File: src/rtl/rc4_pkg.sv
// rc4_pkg -- definitions shared by the RC4 stream blocks (key schedule,
// PRGA stream, character checker).
//   S_AW      : S-box RAM address width
//   MSG_AW    : message ROM/RAM address width
//   K_W       : byte-index width (one extra bit so k can reach MSG_LEN)
//   MSG_LEN_DEFAULT : default number of message bytes per pass
//   state_t / ST_* : PRGA stream FSM state encoding
package rc4_pkg;

  localparam int S_AW            = 8;
  localparam int MSG_AW          = 5;
  localparam int K_W             = 6;
  localparam int MSG_LEN_DEFAULT = 32;

  typedef logic [3:0] state_t;

  localparam state_t ST_IDLE     = 4'd0;
  localparam state_t ST_RD_SI    = 4'd1;
  localparam state_t ST_WT_SI    = 4'd2;
  localparam state_t ST_RD_SJ    = 4'd3;
  localparam state_t ST_WT_SJ    = 4'd4;
  localparam state_t ST_WR_SI    = 4'd5;
  localparam state_t ST_WR_SJ    = 4'd6;
  localparam state_t ST_RD_F     = 4'd7;
  localparam state_t ST_WT_F     = 4'd8;
  localparam state_t ST_WR_DEC   = 4'd9;
  localparam state_t ST_PRESENT  = 4'd10;
  localparam state_t ST_WAIT_ACK = 4'd11;
  localparam state_t ST_DONE     = 4'd12;

endpackage

File: src/rtl/rc4_prga_stream.sv
// rc4_prga_stream -- RC4 pseudo-random generation and decryption of one
// message pass, one byte at a time, handshaked with a character checker.
//
// Ports
//   clok           : clock, rising edge
//   resetm         : asynchronous active-low reset
//   start          : pulse in IDLE, begins a pass (S RAM already scheduled)
//   start_over     : abort from any state back to IDLE
//   compared_char  : checker accepted char_out (only honoured in WAIT_ACK)
//   s_addr/s_wdata/s_wren/s_rdata : S RAM port, read data 1 cycle after addr
//   enc_addr/enc_rdata : encrypted message ROM, data 1 cycle after addr
//   dec_addr/dec_wdata/dec_wren   : decrypted message RAM write port
//   new_char       : one-cycle pulse, char_out holds a fresh byte
//   char_out       : decrypted byte k, held until the next new_char
//   char_count     : current byte index k (MSG_LEN once done)
//   pass_done      : level, every byte produced and accepted
//
// All outputs are registers. Each one is loaded on the edge that enters
// the state in which it must be visible, so a RAM address presented in
// RD_xx is answered during the following WT_xx cycle.
module rc4_prga_stream
  import rc4_pkg::*;
#(
  parameter int MSG_LEN = MSG_LEN_DEFAULT
) (
  input  logic              clok,
  input  logic              resetm,
  input  logic              start,
  input  logic              start_over,
  input  logic              compared_char,
  output logic [S_AW-1:0]   s_addr,
  output logic [7:0]        s_wdata,
  output logic              s_wren,
  input  logic [7:0]        s_rdata,
  output logic [MSG_AW-1:0] enc_addr,
  input  logic [7:0]        enc_rdata,
  output logic [MSG_AW-1:0] dec_addr,
  output logic [7:0]        dec_wdata,
  output logic              dec_wren,
  output logic              new_char,
  output logic [7:0]        char_out,
  output logic [K_W-1:0]    char_count,
  output logic              pass_done
);

  state_t         state;
  logic [7:0]     i;
  logic [7:0]     j;
  logic [7:0]     si;
  logic [7:0]     sj;
  logic [7:0]     f;
  logic [7:0]     enc_q;
  logic [K_W-1:0] k;
  logic [K_W-1:0] k_inc;

  assign k_inc      = k + 1'b1;
  assign char_count = k;

  always_ff @(posedge clok or negedge resetm) begin
    if (!resetm) begin
      state     <= ST_IDLE;
      i         <= '0;
      j         <= '0;
      si        <= '0;
      sj        <= '0;
      f         <= '0;
      enc_q     <= '0;
      k         <= '0;
      s_addr    <= '0;
      s_wdata   <= '0;
      s_wren    <= 1'b0;
      enc_addr  <= '0;
      dec_addr  <= '0;
      dec_wdata <= '0;
      dec_wren  <= 1'b0;
      new_char  <= 1'b0;
      char_out  <= '0;
      pass_done <= 1'b0;
    end else begin
      // Strobes are single-cycle unless a state explicitly re-arms them.
      s_wren   <= 1'b0;
      dec_wren <= 1'b0;
      new_char <= 1'b0;

      if (start_over) begin
        // Abort wins over everything; strobes already cleared above so no
        // RAM write follows the abort.
        state     <= ST_IDLE;
        pass_done <= 1'b0;
      end else begin
        case (state)
          ST_IDLE: begin
            if (start) begin
              // i, j, k restart at 0; i is pre-incremented for the first read.
              i      <= 8'd1;
              j      <= '0;
              k      <= '0;
              s_addr <= 8'd1;
              state  <= ST_RD_SI;
            end
          end
          ST_RD_SI: state <= ST_WT_SI;
          ST_WT_SI: begin
            si     <= s_rdata;
            j      <= j + s_rdata;
            s_addr <= j + s_rdata;
            state  <= ST_RD_SJ;
          end
          ST_RD_SJ: state <= ST_WT_SJ;
          ST_WT_SJ: begin
            // Swap step 1: S[i] <= S[j].
            sj      <= s_rdata;
            s_addr  <= i;
            s_wdata <= s_rdata;
            s_wren  <= 1'b1;
            state   <= ST_WR_SI;
          end
          ST_WR_SI: begin
            // Swap step 2: S[j] <= old S[i].
            s_addr  <= j;
            s_wdata <= si;
            s_wren  <= 1'b1;
            state   <= ST_WR_SJ;
          end
          ST_WR_SJ: begin
            // Keystream lookup and ciphertext fetch share one wait cycle.
            s_addr   <= si + sj;
            enc_addr <= k[MSG_AW-1:0];
            state    <= ST_RD_F;
          end
          ST_RD_F: state <= ST_WT_F;
          ST_WT_F: begin
            f         <= s_rdata;
            enc_q     <= enc_rdata;
            dec_addr  <= k[MSG_AW-1:0];
            dec_wdata <= s_rdata ^ enc_rdata;
            dec_wren  <= 1'b1;
            state     <= ST_WR_DEC;
          end
          ST_WR_DEC: begin
            char_out <= f ^ enc_q;
            new_char <= 1'b1;
            state    <= ST_PRESENT;
          end
          ST_PRESENT: state <= ST_WAIT_ACK;
          ST_WAIT_ACK: begin
            if (compared_char) begin
              k <= k_inc;
              if (k_inc == K_W'(MSG_LEN)) begin
                pass_done <= 1'b1;
                state     <= ST_DONE;
              end else begin
                i      <= i + 8'd1;
                s_addr <= i + 8'd1;
                state  <= ST_RD_SI;
              end
            end
          end
          ST_DONE: state <= ST_DONE;
          default: state <= ST_IDLE;
        endcase
      end
    end
  end

endmodule

File: config.mk
export PLATFORM = sky130hd
export DESIGN_NAME = rc4_prga_stream
export DESIGN_NICKNAME = d
export VERILOG_FILES = /design/src/rtl/rc4_pkg.sv /design/src/rtl/rc4_prga_stream.sv
export SDC_FILE = /design/constraint.sdc
export NUM_CORES = 1
export LEC_CHECK = 0
export ABC_AREA = 0
export CAP_MARGIN = 15
export CORE_UTILIZATION = 48
export DETAILED_ROUTE_END_ITERATION = 10
export PLACE_DENSITY = 0.72
export SETUP_SLACK_MARGIN = 0.02
export SLEW_MARGIN = 15
export SYNTH_ARGS = -nofsm -noshare
export SYNTH_HDL_FRONTEND = slang
export SYNTH_SLANG_ARGS = --single-unit
File: constraint.sdc
create_clock -name clok -period 1.8 [get_ports clok]
set_input_delay 0.36 -clock clok [delete_from_list [all_inputs] [get_ports clok]]
set_output_delay 0.36 -clock clok [all_outputs]
set_load 0.01 [all_outputs]
==> reports/metrics.yaml, run 1 <==
coreArea_mm2: 0.01084
worst_pin_slew_ns: 0.5048
nFillCells: 688
grt_use_total_pct: 25.98
yosysSeqAreaShare_pct: 48.67
p_int_mw: 4.674
clkPwrFrac_pct: 20.0
synthSimpleGateAreaFrac_pct: 16.35
crit_path_frequent_cell: "o21ai_1"
cp_max_fo: 3
hold_violations: 0
avgSynthCellArea_um2: 9.723
worstSkewPairLatency_ns: 0.38
finalCriticalPeriod_ns: 2.143
grt_max_degree: 52
synth_xor_area_share_pct: 4.258
synth_ff_type: "dfrtp_1"
peakVddDrop_uv: 559.2
synth.largest_area_cell: "dfrtp_1"
synthAdderAreaFrac_pct: 4.492
p_sw_share_pct: 34.11
place_ws_ns: -0.6961
holdWs_ns: 0.4090
vias_per_cell: 5.675
status: "finished with violations"
placementRows: 38
chipWidth_um: 107.6
clock.fmax_mhz: 466.6
gr-total-overflow: 0
slew_headroom_pct: 66.34
multiInputGateArea_mm2: 0.003098
die_area_mm2: 0.01157
crit_type: "register to register"
numCtsBuffers: 9
dr.pass1.iters: 4
slowest_delay_ns: 0.39
cts_root_buf: "clkbuf_8"
synth_top_area_share_pct: 48.67
crit_start: "j[0]"
area_growth_pct: 53.21
violations: "setup timing"
switchingPower_mw: 2.419
syn_area_mm2: 0.005348
p_leak_nw: 3.762
place.gp.congestion: 0.8680
cts_num_sinks: 104
wl_per_cell_um: 18.80
synth_cell_types: 58
setup_viol: 23
slowest_stage: "dfrtp_1"
drtAntennaViolNets: 0
critPathRequiredTime_ns: 2.07
end_kind: "register"
synth.area.top_cells: "dfrtp_1 (49%), nand2_1 (7.9%), o21ai_0 (5.2%), mux2_2 (4.6%), ha_1 (3.7%)"
rr_startpoint: "j[0]"
synthMuxAreaShare_pct: 6.692
min_period_over_period_pct: 119.1
synth-compound-area-share_pct: 16.50
drive_gt1_share_pct: 37.25
hold_path.class: "input port to async pin"
maxCapViolCount: 0
cts_max_level: 3
drt-initial-drc-count: 323
pwr-share-seq_pct: 40.6
ys_async_sr_fraction_pct: 100.0
synth_seq_cells: 104
vias: 5136
yosys_warnings: 0
synth_edf_count: 0
clkSlewWorstSetupHoldPaths_ns: 0.10
place_hpwl_um: 10100
nNetsFinal: 799
cts_tree: "built"
synth_fp_nets: 589
rsz0062_at_grt: "yes"
grt_pass1_vias: 4735
crit_path_start_kind: "register"
drc_errors: 0
start_util_pct: 49.33
setup_tns_ns: -2.329
grt_pass1_wl_um: 23360
ios: 73
slew_viol_final: 0
synth_top_family_by_area: "compound AO/OA/AOI/OAI gates"
path_cells: "ha_2 > inv_2 > fa_2 > nor2b_4 > o31a_1 > o21ai_1 > nand2b_1 > xnor2_1 > o21ba_2 > o21ai_1"
antenna_found_initial: 0
clockBufferDepth: 2
fp.dieH_um: 107.6
power_frac_comb_pct: 39.4
seqCellArea_mm2: 0.002608
io_buffers: 72
skew_ns: 0.01149
diodes: 0
syn_inst: 550
drt-total-wl_um: 17010
post-route-worst-setup-slack_ns: -0.3432
crit_arrival_ns: 2.41
p_per_area_mw_per_mm2: 865.7
==> sequential cells by signal, indices dropped and copies added (netlist names) <==
register,count
char_out,8
dec_wdata,8
enc_q,8
f,8
i,8
j,8
s_addr,8
s_wdata,8
si,8
sj,8
char_count,6
dec_addr,5
enc_addr,5
state,4
dec_wren,1
new_char,1
pass_done,1
s_wren,1
==> cell type report <==
cell class / count / share of cell area, %
Clock buffer: 10 / 1.558
Clock inverter: 6 / 0.5956
Inverter: 14 / 0.6720
Multi-Input combinational cell: 409 / 37.81
Sequential cell: 104 / 31.83
Tap cell: 140 / 2.138
Timing Repair Buffer: 222 / 25.40
==> power by group through the flow <==
stage,Sequential [mW],Clock (mW),Combinational (mW)
floorplan,2.91,0,1.08
global placement,2.87,0,2.06
detailed placement,2.90,0,2.12
CTS,2.85,1.42,2.37
global route,2.91,1.51,2.99
finish,2.88,1.42,2.80
==> cell families after synthesis <==
family | count (synthesis)
and+or+nand+nor | 190
buffers and inverters | 38
AOI/OAI and AO/OA | 141
DFF | 104
xor gates and xnor gates | 26
adders and majority gates | 18
muxes | 33
==> worst paths after layout <==
| check | endpoint | slack [ns] | cells after the start |
|---|---|---|---|
| max | s_addr[6] | -0.34 | 10 |
| min | si[1] | 0.41 | 2 |
| min reg2reg | s_addr[1] | 0.49 | 1 |
| max reg2reg | s_addr[6] | -0.34 | 10 |
| max in group asynchronous | char_count[3] | 0.80 | 3 |
| min in group clok | s_addr[1] | 0.49 | 1 |
==> Yosys cell counts (all sizes together), types with 3 or more instances <==
library cell / n
buf: 13
nand2b: 5
o31ai: 6
ha: 16
nor2: 33
nor4b: 3
xnor2: 20
xor2: 6
nand2: 112
and3: 6
dfrtp: 104
nand3: 5
a21oi: 31
o21ai: 62
nor3: 9
a221o: 4
a21o: 5
clkbuf: 11
mux2i: 11
mux2: 22
a221oi: 3
nor2b: 5
o21a: 5
nor3b: 3
inv: 14
a211oi: 6
==> placed cells by master, fill, tap and decap left out, types with 7 or more instances in the layout <==
master | Yosys | final
a21oi_1 | 29 | 22
a21oi_2 | 2 | 8
buf_12 | 0 | 7
buf_4 | 2 | 111
buf_6 | 0 | 25
clkbuf_8 | 0 | 9
clkdlybuf4s50_1 | 0 | 63
dfrtp_1 | 104 | 100
dlygate4sd2_1 | 0 | 8
ha_1 | 16 | 8
inv_1 | 14 | 11
mux2_2 | 22 | 8
mux2_4 | 0 | 14
mux2i_1 | 11 | 10
nand2_1 | 112 | 106
nor2_1 | 29 | 21
nor2_4 | 0 | 9
o21ai_0 | 56 | 32
o21ai_1 | 5 | 21
o21ai_2 | 0 | 8
xnor2_1 | 20 | 20
==> what timing repair did <==
item	4_1_cts	5_1_grt
gates resized for setup	82	101
hold endpoints to repair	21	0
pin swaps	23	40
endpoints found under the setup margin	51	59
hold buffers	1	0
gates cloned	2	2
setup buffers	12	31
==> layer usage <==
layer	wire length, um	global-route usage (%)	up-vias
li1	-	-	2347
met1	6952	35.25	2529
met2	8468	41.85	199
met3	825	2.542	61
met4	764	12.23	0
met5	0	0	-
==> worst max-delay path: cells and delay by family (launching register included) <==
| family | cells | cell delay [ns] |
|---|---|---|
| compound gates | 4 | 0.50 |
| buf+inv | 1 | 0.05 |
| simple gates | 2 | 0.30 |
| flops | 1 | 0.39 |
| xor+xnor | 1 | 0.18 |
| fa+ha+maj | 2 | 0.62 |
==> through the flow <==
| stage | cells | utilization, % | power (mW) | instance area, um^2 |
|---|---|---|---|---|
| 3_3_place_gp | 848 | 64.91 | 4.933 | 7037 |
| 3_5_place_dp | 848 | 64.91 | 5.026 | 7037 |
| 5_1_grt | 905 | 75.58 | 7.407 | 8193 |
| 6_report | 905 | 75.58 | 7.093 | 8193 |
| 2_1_floorplan | 550 | - | 3.996 | 5365 |
| 4_1_cts | 879 | 69.93 | 6.648 | 7581 |
(Power assumes the default switching activity.)
==> inputs of run 2 (changes only) <==
Settings changed: CORE_MARGIN set to 8.
==> reports/metrics.yaml, run 2 (synthesized netlist as in run 1, its figures left out) <==
status: "finished with violations"
violations: "setup timing"
power_mw: 7.381  # +4.1%
grt_max_degree: 44  # -15%
post_dp_cell_area_mm2: 0.007039  # about the same
p_leak_nw: 3.783  # +0.54%
ios: 73  # unchanged
grt_pass1_vias: 5076  # +7.2%
antenna_found_initial: 0  # unchanged
cts_tree: "built"
skew_ns: 0.01390  # +0.002415 ns
vias: 5406  # +5.3%
p_per_area_mw_per_mm2: 893.2  # +3.2%
pwr-share-seq_pct: 39.2  # -1.4 points
clock.fmax_mhz: 454.8  # -2.5%
vias_per_cell: 5.954  # +4.9%
grt_pass1_wl_um: 26220  # +12%
slew_headroom_pct: 52.97  # -13 points
crit_arrival_ns: 2.51  # +0.10 ns
io_buffers: 72  # unchanged
cts_root_buf: "clkbuf_8"
holdWs_ns: 0.4513  # +0.04230 ns
drtAntennaViolNets: 0  # unchanged
clockBufferDepth: 2  # unchanged
numCtsBuffers: 9  # unchanged
switchingPower_mw: 2.553  # +5.5%
hold_path.class: "input port to async pin"
die_area_mm2: 0.01477  # +28%
drt-total-wl_um: 19190  # +13%
cts_num_sinks: 104  # unchanged
start_util_pct: 49.33  # unchanged
power_frac_comb_pct: 40.7  # +1.3 points
gr-total-overflow: 0  # unchanged
grt_use_total_pct: 22.19  # -3.8 points
place.gp.congestion: 0.9483  # +9.3%
min_period_over_period_pct: 122.2  # +3.1 points
critPathRequiredTime_ns: 2.11  # +0.04 ns
drc_errors: 0  # unchanged
clkSlewWorstSetupHoldPaths_ns: 0.11  # about the same
cp_max_fo: 2  # -1
place_hpwl_um: 10800  # +7.0%
coreArea_mm2: 0.01084  # unchanged
fp.dieH_um: 121.6  # +13%
end_kind: "register"
crit_type: "register to register"
placementRows: 38  # unchanged
chipWidth_um: 121.6  # +13%
p_int_mw: 4.828  # +3.3%
peakVddDrop_uv: 659.9  # +18%
cts_max_level: 3  # unchanged
layout_common_cells: "buf_4 (118), nand2_1 (109), dfrtp_1 (103), clkdlybuf4s50_1 (62), o21ai_0 (36)"
diodes: 0  # unchanged
nFillCells: 642  # -6.7%
clkPwrFrac_pct: 20.1  # about the same
crit_path_start_kind: "register"
worstSkewPairLatency_ns: 0.38  # about the same
nNetsFinal: 802  # +0.38%
setup_viol: 34  # +48%
worst_pin_slew_ns: 0.7000  # +0.1952 ns
drt-initial-drc-count: 657  # +100%
dr.pass1.iters: 5  # +1
hold_violations: 0  # unchanged
final_common_cell: "buf_4"
p_sw_share_pct: 34.59  # +0.48 points
final_area_mm2: 0.008264  # +0.87%
rsz0062_at_grt: "yes"
drive_gt1_share_pct: 37.89  # +0.64 points
maxCapViolCount: 0  # unchanged
wl_per_cell_um: 21.13  # +12%
finalCriticalPeriod_ns: 2.199  # +0.05576 ns
area_growth_pct: 54.54
post-route-worst-setup-slack_ns: -0.3990  # -0.05576 ns
slew_viol_final: 0  # unchanged
-- run 2: cell types whose count changed in the layout (fill, tap and decap cells not counted), sizes merged --
cell / previous run / this run
buf: 147 / 154
clkbuf: 13 / 11
clkdlybuf4s50: 63 / 62
clkinv: 2 / 1
dlymetal6s2s: 0 / 1
or2: 3 / 2
-- run 2: power by group through the flow --
stage	sequential, mW	combinational, mW	clock (mW)
global route	2.92	3.19	1.60
floorplan	2.91	1.08	0
CTS	2.85	2.48	1.49
finish	2.89	3.01	1.48
detailed placement	2.89	2.14	0
global placement	2.87	2.07	0
-- run 2: path summary, 6_finish.rpt --
path                       slack (ns)       endpoint        start  cells past startpoint
max                             -0.40      s_addr[6]        sj[0]                     10
min                              0.45          si[0]       resetm                      2
max in group asynchronous        0.75  char_count[5]       resetm                      3
min in group clok                0.49    char_out[2]  char_out[2]                      2
min reg2reg                      0.49    char_out[2]  char_out[2]                      2
max reg2reg                     -0.40      s_addr[6]        sj[0]                     10
-- run 2: layout make-up --
type | instances | area (um^2) | area share [%]
Clock buffer | 11 | 151.4 | 1.832
Clock inverter | 5 | 43.79 | 0.5299
Inverter | 14 | 55.05 | 0.6662
Multi-Input combinational cell | 408 | 3169 | 38.35
Sequential cell | 104 | 2604 | 31.51
Tap cell | 140 | 175.2 | 2.120
Timing Repair Buffer | 226 | 2066 | 25.00
-- run 2: repair_timing --
action,4_1_cts,5_1_grt
hold buffers,1,0
endpoints found under the hold margin,28,0
pin swaps,32,33
gates resized for setup,88,95
endpoints found under the setup margin,48,60
gates cloned,2,1
buffers inserted,21,20
-- run 2: per-stage QoR --
stage | worst slack, ns | utilization [%] | setup TNS [ns] | cells
finish | -0.3990 | 76.24 | -3.545 | 908
global route | -0.4266 | 76.24 | -4.631 | 908
CTS | -0.2880 | 71.35 | -1.321 | 890
detailed placement | -0.7512 | 64.94 | -10.91 | 850
global placement | -0.6478 | 64.94 | -9.311 | 850
floorplan | -0.1319 | - | -0.4351 | 550
-- run 2: metal layers --
metal,vias up,track usage [%],wire length [um]
li1,2349,-,-
met1,2665,27.25,7252
met2,305,37.34,9596
met3,87,4.165,1300
met4,0,9.946,1037
met5,-,0,0
-- run 2: critical path: stages (launching register included) --
cell and delay, ns:
dfrtp_1 0.45, ha_4 0.20, inv_2 0.06, fa_2 0.21
nor2b_2 0.06, o31a_1 0.26, o21a_1 0.21, o21a_1 0.20
o31ai_2 0.19, o21ba_2 0.20, o21ai_2 0.11
==> inputs of run 3 (changes only) <==
Settings changed: HOLD_SLACK_MARGIN set to 0.12.
==> results of run 3 <==
Final layout, timing and power as in run 2 (identical DEF).
